### config.mk
export PLATFORM = sky130hd
export DESIGN_NAME = mips_mc_cpu
export DESIGN_NICKNAME = d
export VERILOG_FILES = /design/src/rtl/mips_mc_pkg.sv /design/src/rtl/mips_mc_regfile.sv /design/src/rtl/mips_mc_cpu.sv
export SDC_FILE = /design/constraint.sdc
export NUM_CORES = 2
export LEC_CHECK = 0
export CORE_AREA = 10 10 319 551
export CTS_BUF_LIST = sky130_fd_sc_hd__clkbuf_4
export DETAILED_ROUTE_END_ITERATION = 8
export DIE_AREA = 0 0 329 561
export GPL_TIMING_DRIVEN = 0
export PLACE_DENSITY = 0.54
export SYNTH_ARGS = -nofsm -noshare
export SYNTH_HDL_FRONTEND = slang
export SYNTH_SLANG_ARGS = --single-unit
### constraint.sdc
create_clock -name clk -period 6.66 [get_ports clk]
set_input_delay 1.332 -clock clk [delete_from_list [all_inputs] [get_ports clk]]
set_output_delay 1.332 -clock clk [all_outputs]
set_load 0.05 [all_outputs]
### src/rtl/mips_mc_pkg.sv
// mips_mc_pkg: opcode/funct encodings, FSM state and ALU-op types for the
// multi-cycle MIPS core. Optional feature macro: MIPS_MC_JUMP_EN (j, jal, jr).
package mips_mc_pkg;

  localparam logic [5:0] OP_RTYPE = 6'h00;
  localparam logic [5:0] OP_J     = 6'h02;
  localparam logic [5:0] OP_JAL   = 6'h03;
  localparam logic [5:0] OP_BEQ   = 6'h04;
  localparam logic [5:0] OP_BNE   = 6'h05;
  localparam logic [5:0] OP_ADDI  = 6'h08;
  localparam logic [5:0] OP_LW    = 6'h23;
  localparam logic [5:0] OP_SW    = 6'h2B;
  localparam logic [5:0] OP_HALT  = 6'h3F;

  localparam logic [5:0] FN_JR    = 6'h08;
  localparam logic [5:0] FN_ADD   = 6'h20;
  localparam logic [5:0] FN_SUB   = 6'h22;
  localparam logic [5:0] FN_AND   = 6'h24;
  localparam logic [5:0] FN_OR    = 6'h25;
  localparam logic [5:0] FN_SLT   = 6'h2A;

`ifdef MIPS_MC_JUMP_EN
  localparam logic JUMP_EN = 1'b1;
`else
  localparam logic JUMP_EN = 1'b0;
`endif

  typedef enum logic [2:0] {
    FETCH  = 3'd0,
    DECODE = 3'd1,
    EXEC   = 3'd2,
    MEM    = 3'd3,
    WB     = 3'd4,
    STOP   = 3'd5
  } state_e;

  typedef enum logic [2:0] {
    ALU_ADD = 3'd0,
    ALU_SUB = 3'd1,
    ALU_AND = 3'd2,
    ALU_OR  = 3'd3,
    ALU_SLT = 3'd4
  } alu_op_e;

  // True for every encoding the core can execute; jumps only when enabled.
  function automatic logic op_legal(input logic [5:0] op, input logic [5:0] fn);
    logic ok;
    case (op)
      OP_RTYPE: begin
        case (fn)
          FN_ADD, FN_SUB, FN_AND, FN_OR, FN_SLT: ok = 1'b1;
          FN_JR:   ok = JUMP_EN;
          default: ok = 1'b0;
        endcase
      end
      OP_J, OP_JAL: ok = JUMP_EN;
      OP_BEQ, OP_BNE, OP_ADDI, OP_LW, OP_SW, OP_HALT: ok = 1'b1;
      default: ok = 1'b0;
    endcase
    return ok;
  endfunction

  // ALU operation for an instruction; I-type arithmetic and address generation add.
  function automatic alu_op_e alu_op_of(input logic [5:0] op, input logic [5:0] fn);
    alu_op_e r;
    r = ALU_ADD;
    if (op == OP_RTYPE) begin
      case (fn)
        FN_SUB:  r = ALU_SUB;
        FN_AND:  r = ALU_AND;
        FN_OR:   r = ALU_OR;
        FN_SLT:  r = ALU_SLT;
        default: r = ALU_ADD;
      endcase
    end else begin
      r = ALU_ADD;
    end
    return r;
  endfunction

endpackage

### src/rtl/mips_mc_regfile.sv
// mips_mc_regfile: 32 x DW register file, two async reads, one sync write,
// async clear. r0 is hard-wired to zero.
module mips_mc_regfile #(
  parameter int DW = 32
) (
  input  logic          clk,
  input  logic          rst_n,
  input  logic          we_i,
  input  logic [4:0]    waddr_i,
  input  logic [DW-1:0] wdata_i,
  input  logic [4:0]    raddr_a_i,
  input  logic [4:0]    raddr_b_i,
  output logic [DW-1:0] rdata_a_o,
  output logic [DW-1:0] rdata_b_o
);

  logic [DW-1:0] rf_q [32];

  // Register storage: cleared on reset, writes to r0 dropped.
  always_ff @(posedge clk or negedge rst_n) begin
    if (!rst_n) begin
      for (int i = 0; i < 32; i++) rf_q[i] <= '0;
    end else if (we_i && (waddr_i != 5'd0)) begin
      rf_q[waddr_i] <= wdata_i;
    end
  end

  assign rdata_a_o = (raddr_a_i == 5'd0) ? '0 : rf_q[raddr_a_i];
  assign rdata_b_o = (raddr_b_i == 5'd0) ? '0 : rf_q[raddr_b_i];

endmodule

### src/rtl/mips_mc_cpu.sv
// mips_mc_cpu: multi-cycle MIPS subset core with a single unified memory port.
// Optional feature macro: MIPS_MC_JUMP_EN (j, jal, jr; illegal when undefined).
module mips_mc_cpu
  import mips_mc_pkg::*;
#(
  parameter int            DW       = 32,
  parameter int            AW       = 16,
  parameter logic [AW-1:0] RESET_PC = '0
) (
  input  logic          clk,
  input  logic          rst_n,
  output logic          mem_req,
  output logic          mem_we,
  output logic [AW-1:0] mem_addr,
  output logic [DW-1:0] mem_wdata,
  input  logic [DW-1:0] mem_rdata,
  input  logic          mem_ack,
  output logic [AW-1:0] pc_o,
  output logic          retire,
  output logic          halted,
  output logic          illegal
);

  state_e        state_q, state_d;
  alu_op_e       alu_op_q;
  logic [AW-1:0] pc_q, tgt_q;
  logic [31:0]   ir_q;
  logic [DW-1:0] a_q, b_q, alu_q;
  logic          go_q, illegal_q;

  logic [5:0]    op_s, fn_s;
  logic [4:0]    rs_s, rt_s, rd_s, waddr_s;
  logic [DW-1:0] imm_s, opb_s, alu_s, rd_a_s, rd_b_s, wdata_s;
  logic [AW-1:0] jmask_s, jtgt_s;
  logic          ack_s, legal_s, jump_s, jr_s, ctrl_s, take_s, rf_we_s;

  assign op_s    = ir_q[31:26];
  assign rs_s    = ir_q[25:21];
  assign rt_s    = ir_q[20:16];
  assign rd_s    = ir_q[15:11];
  assign fn_s    = ir_q[5:0];
  assign imm_s   = DW'($signed(ir_q[15:0]));
  assign legal_s = op_legal(op_s, fn_s);

  // go_q keeps the port quiet for the first cycle after reset so mem_req is 0 while in reset.
  assign mem_req   = go_q && ((state_q == FETCH) || (state_q == MEM));
  assign ack_s     = mem_req && mem_ack;
  assign mem_we    = (state_q == MEM) && (op_s == OP_SW);
  assign mem_addr  = (state_q == MEM) ? AW'(alu_q) : pc_q;
  assign mem_wdata = b_q;

  assign jump_s  = JUMP_EN && ((op_s == OP_J) || (op_s == OP_JAL));
  assign jr_s    = JUMP_EN && (op_s == OP_RTYPE) && (fn_s == FN_JR);
  assign take_s  = ((op_s == OP_BEQ) && (a_q == b_q)) || ((op_s == OP_BNE) && (a_q != b_q));
  assign ctrl_s  = (op_s == OP_BEQ) || (op_s == OP_BNE) || jump_s || jr_s;
  assign jmask_s = AW'(26'h3FF_FFFF);
  assign jtgt_s  = (pc_q & ~jmask_s) | (AW'(ir_q[25:0]) & jmask_s);

  assign rf_we_s = (state_q == WB) || ((state_q == EXEC) && JUMP_EN && (op_s == OP_JAL));
  assign waddr_s = (op_s == OP_JAL) ? 5'd31 : ((op_s == OP_RTYPE) ? rd_s : rt_s);
  assign wdata_s = (op_s == OP_JAL) ? DW'(pc_q) : alu_q;

  assign pc_o    = pc_q;
  assign halted  = (state_q == STOP);
  assign illegal = illegal_q;

  mips_mc_regfile #(.DW(DW)) u_rf (
    .clk       (clk),
    .rst_n     (rst_n),
    .we_i      (rf_we_s),
    .waddr_i   (waddr_s),
    .wdata_i   (wdata_s),
    .raddr_a_i (rs_s),
    .raddr_b_i (rt_s),
    .rdata_a_o (rd_a_s),
    .rdata_b_o (rd_b_s)
  );

  // ALU: second operand is B for R-type, the sign-extended immediate otherwise.
  always_comb begin
    opb_s = (op_s == OP_RTYPE) ? b_q : imm_s;
    case (alu_op_q)
      ALU_ADD: alu_s = a_q + opb_s;
      ALU_SUB: alu_s = a_q - opb_s;
      ALU_AND: alu_s = a_q & opb_s;
      ALU_OR:  alu_s = a_q | opb_s;
      ALU_SLT: alu_s = DW'($signed(a_q) < $signed(opb_s));
      default: alu_s = a_q + opb_s;
    endcase
  end

  // FSM next state and the retire pulse in each instruction's final cycle.
  always_comb begin
    state_d = state_q;
    retire  = 1'b0;
    case (state_q)
      FETCH: begin
        if (ack_s) state_d = DECODE;
        else       state_d = FETCH;
      end
      DECODE: begin
        if (!legal_s) begin
          state_d = STOP;
        end else if (op_s == OP_HALT) begin
          state_d = STOP;
          retire  = 1'b1;
        end else begin
          state_d = EXEC;
        end
      end
      EXEC: begin
        if (ctrl_s) begin
          state_d = FETCH;
          retire  = 1'b1;
        end else if ((op_s == OP_LW) || (op_s == OP_SW)) begin
          state_d = MEM;
        end else begin
          state_d = WB;
        end
      end
      MEM: begin
        if (ack_s && (op_s == OP_SW)) begin
          state_d = FETCH;
          retire  = 1'b1;
        end else if (ack_s) begin
          state_d = WB;
        end else begin
          state_d = MEM;
        end
      end
      WB: begin
        state_d = FETCH;
        retire  = 1'b1;
      end
      STOP:    state_d = STOP;
      default: state_d = STOP;
    endcase
  end

  // State register and datapath latches, updated per FSM phase.
  always_ff @(posedge clk or negedge rst_n) begin
    if (!rst_n) begin
      state_q   <= FETCH;
      pc_q      <= RESET_PC;
      ir_q      <= 32'h0000_0000;
      a_q       <= '0;
      b_q       <= '0;
      alu_q     <= '0;
      tgt_q     <= '0;
      alu_op_q  <= ALU_ADD;
      go_q      <= 1'b0;
      illegal_q <= 1'b0;
    end else begin
      state_q <= state_d;
      go_q    <= 1'b1;
      case (state_q)
        FETCH: begin
          if (ack_s) begin
            ir_q <= 32'(mem_rdata);
            pc_q <= pc_q + AW'(1);
          end
        end
        DECODE: begin
          a_q      <= rd_a_s;
          b_q      <= rd_b_s;
          tgt_q    <= pc_q + AW'($signed(ir_q[15:0]));
          alu_op_q <= alu_op_of(op_s, fn_s);
          if (!legal_s) illegal_q <= 1'b1;
        end
        EXEC: begin
          alu_q <= alu_s;
          if (take_s)      pc_q <= tgt_q;
          else if (jump_s) pc_q <= jtgt_s;
          else if (jr_s)   pc_q <= AW'(a_q);
        end
        MEM: begin
          if (ack_s && (op_s == OP_LW)) alu_q <= mem_rdata;
        end
        default: begin
        end
      endcase
    end
  end

endmodule

== Word level (Yosys, flattened, before mapping) ==
Index checks and enable logic that the tools add are counted.
Cells by class
  add/sub/neg operators: 4
  order comparisons: 5
  mux-type cells: 39
  bitwise logic cells: 6
  equality and inequality tests: 26
  reductions and logical operators: 26
Operators by type and width (number)
  bitwise mux 1024 bit: 1
  binary-select mux 32 bit (select 5 bit): 2
  2-to-1 mux 32 bit: 10
  demux 32 bit (select 5 bit): 1
  one-hot mux 32 bit (4 select lines): 1
  one-hot mux 32 bit (2 select lines): 1
  equality test 6 bit, second input constant: 8
  2-to-1 mux 16 bit: 3
  adder 32 bit: 1
  bitwise AND 32 bit: 1
  equality test 32 bit: 1
  < comparator 32 bit: 1
  inequality test 32 bit: 1
  OR 32 bit: 1
  one-hot mux 16 bit (2 select lines): 1
  subtractor 32 bit: 1
  2-to-1 mux 3 bit: 7
  greater-or-equal comparator 6 bit, second input constant: 3
  NOT 5 -> 6 bit: 3
  adder 16 x 1 -> 16 bit, second input constant: 1
  adder 16 bit: 1
  one-hot mux 3 bit (5 select lines): 1
  equality test 3 x 2 -> 1 bit, second input constant: 4
  equality test 6 x 3 -> 1 bit, second input constant: 2
  24 further kinds: 49
Word-level totals
  bits of input ports: 35
  register bits: 1192
  word-level logic and storage cells: 148

== Longest topological paths before layout ==
  word-level depth: 9
  mapped depth: 21
  mapped depth without buffers: 16

== Cells and area by module ==
A second synthesis with hierarchy kept.
Second synthesis, totals
  cell total of the unflattened synthesis: 5262
  area, all modules: 67940.2 sq um
By module, submodules not included
  mips_mc_regfile: instances 1, area each 54024.3 sq um, cells each 3539
  mips_mc_cpu: instances 1, area each 13915.8 sq um, cells each 1723

== Worst setup path after synthesis ==
Ideal clock, no wire load.
  path kind: reg2reg
  start: reg ir_q[28]
  end: reg alu_q[15]
  path slack: 2.378 ns
  setup time: 0.132 ns
  cell stages (with the launch flop): 18
  period minus slack after synthesis: 4.282 ns
  data required time: 6.528 ns
  arrival time: 4.150 ns
  path through: dfrtp_1 -> buf_2 -> nor3_1 -> nand2_1 -> nor2_4 -> buf_2 -> buf_1 -> mux2_2 -> inv_1 -> ha_1 -> or4_4 -> a21oi_1 -> o211ai_1 -> a2111oi_2 -> o31ai_1 -> mux2_2 -> a21oi_1 -> a31oi_1
On the way
  longest elaborated chain between the ends: 5
  elaborated cells on any way between the ends: 12
Ends and longest elaborated chain
  start: declaration: line mips_mc_cpu.sv:27  | logic [31:0] ir_q;
  start signal: assignment: line mips_mc_cpu.sv:159  | ir_q <= 32'(mem_rdata);
  logical NOT 6 bit: line mips_mc_cpu.sv:81  | opb_s = (op_s == OP_RTYPE) ? b_q : imm_s;
  2-to-1 mux 32 bit: line mips_mc_cpu.sv:81
  adder 32 bit, or another cell as far along: line mips_mc_cpu.sv:83, mips_mc_cpu.sv:88
  one-hot mux 32 bit (4 select lines): line mips_mc_cpu.sv:82  | case (alu_op_q)
  one-hot mux 32 bit (2 select lines): line mips_mc_cpu.sv:156  | case (state_q)
  end signal: assignment: line mips_mc_cpu.sv:171  | alu_q <= alu_s;
  end signal: assignment: line mips_mc_cpu.sv:177  | if (ack_s && (op_s == OP_LW)) alu_q <= mem_rdata;
  end: declaration: line mips_mc_cpu.sv:28  | logic [DW-1:0] a_q, b_q, alu_q;
Several ways; a longest one is shown, not always the timed one.
A chain may end at the register's enable or synchronous reset.

== Final worst setup path ==
  start: reg ir_q[28]
  end: reg alu_q[31]
Same word-level chain as after synthesis.

==> impl_metrics.tcl <==
set metrics [dict create \
    status "complete, but fails checks" \
    violations "capacitance limit, slew limit, setup timing" \
    regToRegEndpoint "alu_q[31]" \
    setup_viol_count_final 4 \
    cp-start-kind "flop" \
    gp_congestion 1.02 \
    grt_usage 0.344 \
    detail_route.wl_per_cell_um 35.2 \
    syn_area_um2 66000 \
    grt_pass1_vias 60200 \
    hold_buffers 0 \
    synthAdderAreaFrac 0.0225 \
    antenna_found_initial 12 \
    synth_seq_cells 1192 \
    critPathLaunch "ir_q[28]" \
    setup_ws_ns -0.0642 \
    synth_compound_area_frac 0.155 \
    yosysSeqAreaShare 0.452 \
    rows 198 \
    grt_max_degree 163 \
    postPlaceCellArea_um2 70100 \
    period_share 1.01 \
    clkLatencyLatePin_ns 1.19 \
    fin_crit_ns 6.72 \
    synth_edf_count 0 \
    antenna_left 0 \
    final_common_cell "dfrtp_1" \
    synth_nets 6513 \
    final_hold_viol_count 0 \
    dieArea_um2 185000 \
    crit_path_end_kind "flop" \
    via_per_inst 6.39 \
    ff2ff_setup_slack_ns -0.06 \
    worstRegToRegCells 17 \
    fillers 16200 \
    p_total_mw 14.0 \
    hpwlAfterDp_um 244000 \
    max_clock_freq_mhz 149 \
    critPathKind "reg2reg" \
    vias 58700 \
    tightest_slew_ns 1.60 \
    powerDensity_nw_per_um2 189 \
    grt_first_pass_wirelength_um 449000 \
    clockBufferDepth 4 \
    skew_ns 0.121 \
    core_area_um2 166000 \
    clkTransAtPathRegs_ns 0.09 \
    die_x_um 329 \
    cp.arrival_ns 7.77 \
    ir_worst_vdd_mv 0.137 \
    overflow 0 \
    endpoint "alu_q[31]" \
    seq_area_um2 29800 \
    p_leak_nw 29.8 \
    drv_slew 78 \
    required_ns 7.70 \
    synth-xor-area-share 0.00875 \
    avgSynthCellArea_um2 10.4 \
    synth_top_family_by_area "multiplexers" \
    dr.pass1.iters 8 \
    die_h_um 561 \
    ys.flop_type "dfrtp_1" \
    ys_types 98 \
    h-tree-depth 5 \
    max-slew-margin-rel -0.0666 \
    ys_warn_count 0 \
    min_path_type "in2async" \
    mostFrequentLayoutCells "1192 x dfrtp_1, 1117 x nand2_1, 1049 x o21ai_0" \
    async_reset_ff_frac 1.00 \
    portBuffers 103 \
    multi_input_area_um2 33400 \
    area_growth_pct 11.8 \
    drt_iter0_drc 6364 \
    cts.sinks 1192 \
    synth-simple-area-share 0.101 \
    start_util 0.397 \
    synth.area.mux_share 0.219 \
    r2r-start "ir_q[28]" \
    path_max_fanout 10 \
    synthCells 6362 \
    route.detailed.drc 0 \
    cts_buffers 302 \
    drive_above_1_share 0.173 \
    rsz0062_at_grt "no" \
    clock-root-buffer "clkbuf_4" \
    fin_nets 6933 \
    finalWirelength_um 323000 \
    maxCapViolations 8 \
    pin_count 104 \
    tritoncts "built" \
    fin_area_um2 73900 \
]
worst min path at each step:
stage | slack [ns] | cells after the start | end
final | 0.30 | 2 | a_q[23]
after floorplan | 0.45 | 1 | u_rf.rf_q[1000]
after global routing | 0.39 | 2 | a_q[23]
after global placement | 0.46 | 1 | u_rf.rf_q[995]
after detailed placement | 0.47 | 1 | u_rf.rf_q[992]
after CTS | 0.28 | 2 | a_q[23]
synthesized netlist by cell type, types with 22 or more instances:
cell / instances / share of area
o21ai_0: 1051 / 0.080
buf_1: 45 / 0.0026
clkbuf_1: 469 / 0.027
nand2_1: 1117 / 0.063
nor2_1: 195 / 0.011
o22ai_1: 109 / 0.010
xnor2_1: 22 / 0.0029
mux2i_1: 251 / 0.038
o221ai_1: 66 / 0.0088
mux2_2: 158 / 0.027
buf_2: 65 / 0.0049
a21o_1: 26 / 0.0030
mux4_2: 451 / 0.15
and2_1: 29 / 0.0027
o21ai_1: 64 / 0.0049
dfrtp_1: 1192 / 0.45
xor2_1: 44 / 0.0058
a21oi_1: 309 / 0.023
nor3_1: 81 / 0.0061
inv_1: 114 / 0.0065
ha_1: 113 / 0.021
nand3_1: 37 / 0.0028
state kept, by name, summed over array words and instances (netlist names):
signal and cells:
illegal 1, alu_q 32, pc_o 16, tgt_q 16, a_q 32, mem_wdata 32, ir_q 32, go_q 1
state_q 3, u_rf.rf_q 1024, alu_op_q 3
power breakdown:
group	switching, mW	internal [mW]	total (mW)
Combinational	0.160	0.0323	0.192
Clock	3.34	3.21	6.56
Sequential	0.0000420	7.23	7.23
routing by layer:
metal / up-vias / GRT usage / share of wire
met5: - / 0 / 0.00028
met4: 12 / 0.337 / 0.12
met3: 1494 / 0.0758 / 0.081
met2: 3725 / 0.576 / 0.49
met1: 29400 / 0.346 / 0.31
li1: 24100 / - / -
kinds of logic (layout without fill, tap and decap cells):
group / after synthesis / in the layout
AND/OR/NAND/NOR: 1599 / 1599
flip-flops: 1192 / 1192
XOR/XNOR: 66 / 66
buffers and inverters: 706 / 1318
AO/OA/AOI/OAI: 1821 / 1821
multiplexers: 860 / 860
adder cells (fa/ha/maj): 117 / 117
other: 1 / 9
timing repair:
item | CTS | global route
setup endpoints to repair | 4 | 2
resized for setup | 4 | 1
setup buffers | 0 | 0
gates cloned | 0 | 0
endpoints found under the hold margin | 0 | 0
area by class of cell:
class                      count  area share
antenna                        8    0.000271
timing repair buffer         116      0.0180
buffer                       590      0.0321
inverter                     116     0.00589
clock inverter                82     0.00774
tap                         2200      0.0373
clock buffer                 414      0.0421
multi-input combinational   4464       0.453
sequential                  1192       0.404
critical path, cell delays in order (launching register included):
cell and delay (ns):
dfrtp_1 0.36, buf_2 0.18, nor3_1 0.19, nand2_1 0.19, nor2_4 0.30, buf_2 0.40, buf_1 0.66, mux2_2 0.45
ha_1 0.42, a21oi_1 0.65, o21ai_0 0.17, o22ai_1 0.49, o221a_2 0.29, o31a_1 0.25, o311ai_0 0.29, nor4_1 0.59
mux2i_1 0.55, a31oi_1 0.15
per-stage QoR:
stage	util	setup TNS [ns]	setup WS [ns]	hold slack, ns	cells
after floorplan	-	0	2.38	0.445	6362
after global placement	0.420	-	-51.83	0.458	8665
after detailed placement	0.422	-1.37	-0.781	0.467	8677
after CTS	0.444	0	0.134	0.283	9173
after global routing	0.444	0	0.0756	0.394	9177
final	0.444	-0.185	-0.0642	0.302	9182
Power figures use the tool's default switching activity.
